`config.mk`:
```
export PLATFORM = sky130hd
export DESIGN_NAME = commit_unit
export DESIGN_NICKNAME = d
export VERILOG_FILES = /design/src/rtl/commit_unit.sv
export SDC_FILE = /design/constraint.sdc
export NUM_CORES = 1
export LEC_CHECK = 0
export CAP_MARGIN = 25
export CORE_MARGIN = 2
export CORE_UTILIZATION = 36
export DETAILED_ROUTE_END_ITERATION = 12
export GPL_TIMING_DRIVEN = 0
export PLACE_DENSITY = 0.86
export SLEW_MARGIN = 20
export SYNTH_ARGS = -nofsm -noshare
export SYNTH_HDL_FRONTEND = slang
export SYNTH_SLANG_ARGS = --single-unit
```
`constraint.sdc`:
```
create_clock -name clk_i -period 1.8 [get_ports clk_i]
set_clock_uncertainty 0.1 [all_clocks]
set_input_delay 0.18 -clock clk_i [delete_from_list [all_inputs] [get_ports clk_i]]
set_output_delay 0.18 -clock clk_i [all_outputs]
set_load 0.02 [all_outputs]
```
`src/rtl/commit_unit.sv`:
```
// rtl/commit_unit.sv - in-order ROB retirement stage; optional perf counters under COMMIT_PERF_CNT_EN
module commit_unit #(
  parameter  int ROBsize        = 16,
  parameter  int RESTORE_CYCLES = 2,
  localparam int TW             = $clog2(ROBsize) + 1
) (
  input  logic          clk_i,
  input  logic          reset_n_i,
  input  logic          robValid_i,
  input  logic [78:0]   robEntry_i,
  input  logic [TW-1:0] robHead_i,
  input  logic [63:0]   redirectPc_i,
  input  logic          storeReady_i,
  output logic          updateHead_o,
  output logic          needToRestore_o,
  output logic          redirectValid_o,
  output logic [63:0]   redirectPc_o,
  output logic          regWriteEn_o,
  output logic [4:0]    regWriteAddr_o,
  output logic [63:0]   regWriteData_o,
  output logic [TW-1:0] regWriteTag_o,
  output logic          storeValid_o,
  output logic [TW-1:0] storeTag_o
`ifdef COMMIT_PERF_CNT_EN
  ,
  output logic [63:0]   perfRetired_o,
  output logic [31:0]   perfFlushes_o
`endif
);

  typedef enum logic [1:0] {S_RUN, S_STORE_WAIT, S_RESTORE} state_t;

  localparam int            CW      = (RESTORE_CYCLES > 1) ? $clog2(RESTORE_CYCLES) : 1;
  localparam logic [CW-1:0] RC_LAST = CW'(RESTORE_CYCLES - 1);

  state_t        r_state;
  state_t        w_next_state;
  logic [CW-1:0] r_rst_cnt;

  logic       w_commitable;
  logic       w_mispredict;
  logic       w_mem_write;
  logic       w_reg_write;
  logic [4:0] w_rd;
  logic       w_flush_pop;
  logic       w_unused_reserved;

  assign w_rd              = robEntry_i[68:64];
  assign w_reg_write       = robEntry_i[69];
  assign w_mem_write       = robEntry_i[70];
  assign w_mispredict      = robEntry_i[71];
  assign w_commitable      = robValid_i & robEntry_i[72];
  assign w_unused_reserved = ^robEntry_i[78:73];
  // A committed mispredict always pops, even if it also carries a store
  assign w_flush_pop       = (r_state == S_RUN) & w_commitable & w_mispredict;

  // State register
  always_ff @(posedge clk_i or negedge reset_n_i) begin
    if (!reset_n_i) r_state <= S_RUN;
    else            r_state <= w_next_state;
  end

  // Next-state logic
  always_comb begin
    w_next_state = r_state;
    case (r_state)
      S_RUN: begin
        if (w_commitable) begin
          if (w_mispredict)     w_next_state = S_RESTORE;
          else if (w_mem_write) w_next_state = S_STORE_WAIT;
        end
      end
      S_STORE_WAIT: if (storeReady_i) w_next_state = S_RUN;
      S_RESTORE:    if (r_rst_cnt == '0) w_next_state = S_RUN;
      default:      w_next_state = S_RUN;
    endcase
  end

  // Pop decision: stores pop only once the store buffer takes them
  always_comb begin
    updateHead_o = 1'b0;
    case (r_state)
      S_RUN:        updateHead_o = w_commitable & (w_mispredict | ~w_mem_write);
      S_STORE_WAIT: updateHead_o = storeReady_i;
      default:      updateHead_o = 1'b0;
    endcase
  end

  // Restore window countdown, loaded when the mispredict pops
  always_ff @(posedge clk_i or negedge reset_n_i) begin
    if (!reset_n_i)                                   r_rst_cnt <= '0;
    else if (w_flush_pop)                             r_rst_cnt <= RC_LAST;
    else if (r_state == S_RESTORE && r_rst_cnt != '0) r_rst_cnt <= r_rst_cnt - CW'(1);
  end

  // Registered flush, redirect, store-offer and RF-write outputs
  always_ff @(posedge clk_i or negedge reset_n_i) begin
    if (!reset_n_i) begin
      needToRestore_o <= 1'b0;
      redirectValid_o <= 1'b0;
      redirectPc_o    <= '0;
      storeValid_o    <= 1'b0;
      storeTag_o      <= '0;
      regWriteEn_o    <= 1'b0;
      regWriteAddr_o  <= '0;
      regWriteData_o  <= '0;
      regWriteTag_o   <= '0;
    end else begin
      needToRestore_o <= (w_next_state == S_RESTORE);
      redirectValid_o <= w_flush_pop;
      if (w_flush_pop) redirectPc_o <= redirectPc_i;
      storeValid_o    <= (w_next_state == S_STORE_WAIT);
      if (r_state == S_RUN && w_next_state == S_STORE_WAIT) storeTag_o <= robHead_i;
      regWriteEn_o    <= updateHead_o & w_reg_write & (w_rd != 5'd0);
      if (updateHead_o) begin
        regWriteAddr_o <= w_rd;
        regWriteData_o <= robEntry_i[63:0];
        regWriteTag_o  <= robHead_i;
      end
    end
  end

`ifdef COMMIT_PERF_CNT_EN
  // Free-running retire and flush counters, wrapping naturally
  always_ff @(posedge clk_i or negedge reset_n_i) begin
    if (!reset_n_i) begin
      perfRetired_o <= '0;
      perfFlushes_o <= '0;
    end else begin
      if (updateHead_o) perfRetired_o <= perfRetired_o + 64'd1;
      if (w_flush_pop)  perfFlushes_o <= perfFlushes_o + 32'd1;
    end
  end
`endif

endmodule
```
======== Yosys cells after proc, flatten, opt, wreduce, memory -nomap -nowiden ========
Cells that the tools add are included.
word-level totals
  register bits ........................... 150
  bits in latches ......................... 0
  output and inout port bits .............. 148
  bits in read-only memories .............. 0
  word-level logic and storage cells ...... 38
  input port bits ......................... 152
  memories ................................ 0
  RAM bits ................................ 0
operators by class
  div/mod/pow operators ................... 0
  multipliers ............................. 0
  shifts and indexed selects .............. 0
  magnitude comparators ................... 0
  add/subtract/negate cells ............... 1
  eq/ne operators ......................... 4
  bitwise operators ....................... 8
  mux-type cells .......................... 9
  reduce and logical (&&, ||, !) cells .... 5
operators by type and width
  cell                                           count
  2-to-1 mux 2 bit                               5
  AND 1 bit                                      6
  one-hot mux 2 bit (3 select lines)             1
  nonzero test 5 bit                             1
  == test 2 x 1 -> 1 bit, second input constant  2
  == test 2 bit, second input constant           2
  logical AND 1 bit                              2
  logical NOT 2 bit                              1
  2-to-1 mux 1 bit                               2
  one-hot mux 1 bit (2 select lines)             1
  nonzero test 2 bit                             1
  NOT 1 bit                                      1
  OR 1 bit                                       1
  subtractor 1 bit, second input constant        1

======== Depth between registers and ports, before layout ========
  depth in word-level cells ............... 6
  depth in mapped cells ................... 5
  gate-level depth less buffers ........... 3

======== Worst setup path before layout ========
No wires, ideal clock.
  kind .................................... reg2reg
  start ................................... register r_state[0]
  end ..................................... register regWriteAddr_o[0]
  required time ........................... 1.575 ns
  period minus slack after synthesis ...... 1.744 ns
  cell stages (with the launch flop) ...... 5
  setup slack ............................. 0.056 ns
  data arrival time ....................... 1.519 ns
  setup time .............................. 0.125 ns
  path buffers ............................ 1
  cell sequence ........................... dfrtp_1 -> and4bb_1 -> a32o_1 -> buf_2 -> mux2_2
between the ends
  word-level cells in the longest chain between the ends .. 2
  elaborated cells between the ends (all ways) .. 3
  classes of those cells .................. eq/ne (1); mux (1); reduce/logical (1)
ends and longest elaborated chain
  what                                                                line  RTL
  start, declared                                                     36    state_t r_state;
  start signal, assigned                                              60    else r_state <= w_next_state;
  == test 2 x 1 -> 1 bit / logical NOT 2 bit (equally long branches)  82    case (r_state)
  one-hot mux 1 bit (2 select lines) *                                82
  net updateHead_o                                                    14    output logic updateHead_o,
  end signal, assigned                                                116   regWriteAddr_o <= w_rd;
  end, declared                                                       19    output logic [4:0] regWriteAddr_o,
Mark *: on every way through the listed nets, which the timed path passes. The rest lies on a longest branch.
A chain may end at the register's enable or synchronous reset.

======== Worst setup path in the final report ========
  start ................................... register r_state[0]
  end ..................................... register regWriteData_o[29]
between the ends
  word-level cells in the longest chain between the ends .. 2
  elaborated cells between the ends (all ways) .. 3
  classes of those cells .................. eq/ne (1); mux (1); reduce/logical (1)
ends and longest elaborated chain
  what                                                                line  RTL
  == test 2 x 1 -> 1 bit / logical NOT 2 bit (equally long branches)  82
  one-hot mux 1 bit (2 select lines) *                                82
  end signal, assigned                                                117   regWriteData_o <= robEntry_i[63:0];
  end, declared                                                       20    output logic [63:0] regWriteData_o,
Every way passes the cells marked *; elsewhere a longest branch is shown, timed or not.

==> flow_metrics.py <==
metrics = {
    "floorplan": {
        "floorplan.die.height_um": 130,
        "die-width_um": 130,
        "pin_count": 300,
        "die_area_um2": 17000,
        "rows": 46,
        "floorplan.initialDensity_pct": 36.5,
        "core-area_um2": 15700,
    },
    "cells_and_area": {
        "area_growth_syn_to_layout_pct": 70.3,
        "n_antenna_cell": 0,
        "finalNetCount": 801,
        "post_layout_nonfiller_instances": 878,
        "mostFrequentLayoutCell": "clkdlybuf4s50_1",
        "most-common-layout-cells": "clkdlybuf4s50_1, dfrtp_1, mux2_2",
        "drive_above_1_share_pct": 30.7,
    },
    "run": {
        "drv.max_cap_violation_count": 0,
    },
    "routing": {
        "detailedRoute.firstPassIterationCount": 4,
        "route.detailed.wl_per_inst_um": 18.2,
        "vias_per_cell": 4.59,
        "vias": 4034,
        "post-route-drc-count": 0,
        "drt_iter0_markers": 87,
        "antenna_left": 0,
        "totalWireLength_um": 16000,
    },
    "cts": {
        "cts_max_level": 4,
        "clock_path_buffers": 2,
        "cts_tree": "done",
        "insertion_delay_ps": 410,
        "cts-buffers-inserted": 17,
        "cts.clk_slew.worst_paths_ps": 60,
        "cts_num_sinks": 150,
        "clock-root-buffer": "clkbuf_16",
    },
    "place": {
        "place_inst": 835,
        "place.detailed.hpwl_um": 11900,
        "place_worst_setup_slack_ps": -608,
        "io_buffers": 293,
        "gp_routability_congestion": 0.778,
    },
    "yosys": {
        "synthesis.area_um2": 5730,
        "ys_ff_latch": 150,
        "synth_cell_types": 16,
        "synthesized_nets": 477,
        "synth_seq_area_share_pct": 65.5,
        "syn_inst": 325,
        "yosys_warnings": 0,
        "synth.avg_cell_area_um2": 17.6,
    },
    "setup_path": {
        "critPathBufInv": 3,
        "worstPathArrival_ps": 2030,
        "critical-path-slowest-cell": "dfrtp_1",
        "critical_path.max_fanout": 10,
        "path_class": "register to register",
        "critPathMaxStageDelay_ps": 390,
        "worst_path_dominant_cell_family": "buffers and inverters",
        "critPathCaptureType": "register",
        "worstPathRequired_ps": 1990,
        "worstPathCellList": "and4bb_1 > a32o_2 > buf_6 > buf_12 > buf_12 > mux2_4",
        "timing.critical_path.mode_cell": "buf_12",
        "cp-start-kind": "register",
    },
    "power_and_ir_drop": {
        "report.power.total_mw": 14.0,
        "power_share_of_the_clock_group_pct": 26.1,
        "ir_drop_mv": 0.753,
        "p_sw_mw": 4.33,
        "power.density_cell_area_nw_per_um2": 1440,
        "swShare_pct": 30.9,
        "power.combinational.fraction_pct": 38.5,
        "p_seq_share_pct": 35.4,
        "leakage_dissipation_nw": 4.17,
        "power.internal_mw": 9.70,
    },
    "sta": {
        "timing.final.max_slew_violations": 0,
        "total_setup_violations_reported_at_the_end_of_the_flow": 41,
        "worst_margin_slew_ps": 544,
        "post-route-min-period_ps": 1840,
        "rsz0062_at_grt": "true",
        "hold_ws_ps": 208,
        "fin_crit_sh_pct": 102,
        "fin_setup_tns_ps": -1140,
        "slew-limit-headroom_pct": 63.7,
        "timing.final.ws_setup_ps": -44.9,
        "achievable-frequency_mhz": 542,
        "final_hold_viol_count": 0,
    },
    "global_route": {
        "vias_in_the_first_global_route": 4494,
        "grt_pass1_wl_um": 23400,
        "grt.overflow.total": 0,
        "grt.total_usage_pct": 18.3,
        "antenna_found_initial": 0,
        "largest_net_degree_at_the_start_of_global_routing": 80,
    },
    "worst_hold_path": {
        "timing.hold.worst.class": "input port to async pin",
    },
    "run_status": {
        "status": "complete, but fails checks",
        "violations": "setup timing",
    },
}
worst register-to-register path: cells and delay by family (launching register included):
kind,cells,cell delay (ps)
AO/OA/AOI/OAI,1,180
buffers and inverters,3,440
flip-flops,1,390
multiplexers,1,310
AND/OR/NAND/NOR,1,300
what timing repair did:
item	4_1_cts	5_1_grt
hold endpoints to repair	71	0
setup endpoints to repair	96	92
cloned	0	1
gates resized for setup	25	4
hold buffers	1	0
buffers inserted	5	4
pin swaps	2	2
cell type report:
type,instances,area [µm²]
Clock buffer,21,460
Timing Repair Buffer,305,3070
Buffer,15,184
Inverter,2,7.51
Tap cell,216,270
Clock inverter,11,149
Fill cell,1212,5940
Multi-Input combinational cell,158,1870
Sequential cell,150,3750
state kept, by name, summed over array words and instances, names as in the netlist, 2 cells and up:
| register | count |
|---|---|
| storeTag_o | 5 |
| r_state | 2 |
| regWriteAddr_o | 5 |
| redirectPc_o | 64 |
| regWriteData_o | 64 |
| regWriteTag_o | 5 |
routing by layer:
metal	up-vias	share of wire [%]	wire length (µm)	global-route usage, %
met4	0	2.7	427	7.53
met3	30	7.1	1140	6.44
met5	-	0	0	0
met2	170	54	8670	33.2
met1	2039	36	5760	19.3
li1	1795	-	-	-
final timing paths:
check                      cells past startpoint                          from                              to  slack [ps]
hold reg to reg                                1  redirectPc_o[62]$_DFFE_PN0P_    redirectPc_o[62]$_DFFE_PN0P_         400
setup reg to reg                               6          r_state[0]$_DFF_PN0_  regWriteData_o[29]$_DFFE_PN0P_         -40
min in group clk_i                             2                robEntry_i[69]          regWriteEn_o$_DFF_PN0_         220
setup / recovery                               6          r_state[0]$_DFF_PN0_  regWriteData_o[29]$_DFFE_PN0P_         -40
hold / removal                                 2                     reset_n_i    redirectPc_o[52]$_DFFE_PN0P_         210
max in group asynchronous                      3                     reset_n_i   regWriteAddr_o[1]$_DFFE_PN0P_         610
logic make-up after synthesis:
logic type / count (synthesis) / synth area share, %
AO/OA/AOI/OAI: 5 / 0.698
multiplexers: 143 / 30.7
buffers and inverters: 17 / 2.07
AND/OR/NAND/NOR: 10 / 1.07
flip-flops: 150 / 65.5
synth_stat cells:
cell        n  area (µm²)
dfrtp_1   150        3750
o311a_1     1        10.0
a22oi_1     2        15.0
buf_6       5        56.3
buf_2       8        40.0
or3_1       1        6.26
mux2_4     40         601
o21ai_0     1        5.00
nand2_1     4        15.0
nand2b_1    2        12.5
mux2_2    103        1160
a32o_1      1        10.0
inv_1       2        7.51
and4bb_1    1        12.5
buf_4       2        15.0
nand3b_1    2        15.0
through the flow:
step / instance area, µm² / utilization, %
after floorplan: 5730 / -
after global placement: 8940 / 56.9
after detailed placement: 8970 / 57.1
after CTS: 9700 / 61.7
after global routing: 9770 / 62.2
final: 9770 / 62.2
power groups by stage:
stage               Clock [mW]  Sequential [mW]  Combinational (mW)
CTS                       3.75             4.98                5.43
global placement             0             4.95                5.22
floorplan                    0             6.23                1.26
detailed placement           0             5.03                5.33
global route              3.89             5.10                5.66
finish                    3.66             4.97                5.41
Power figures use the tool's default switching activity.
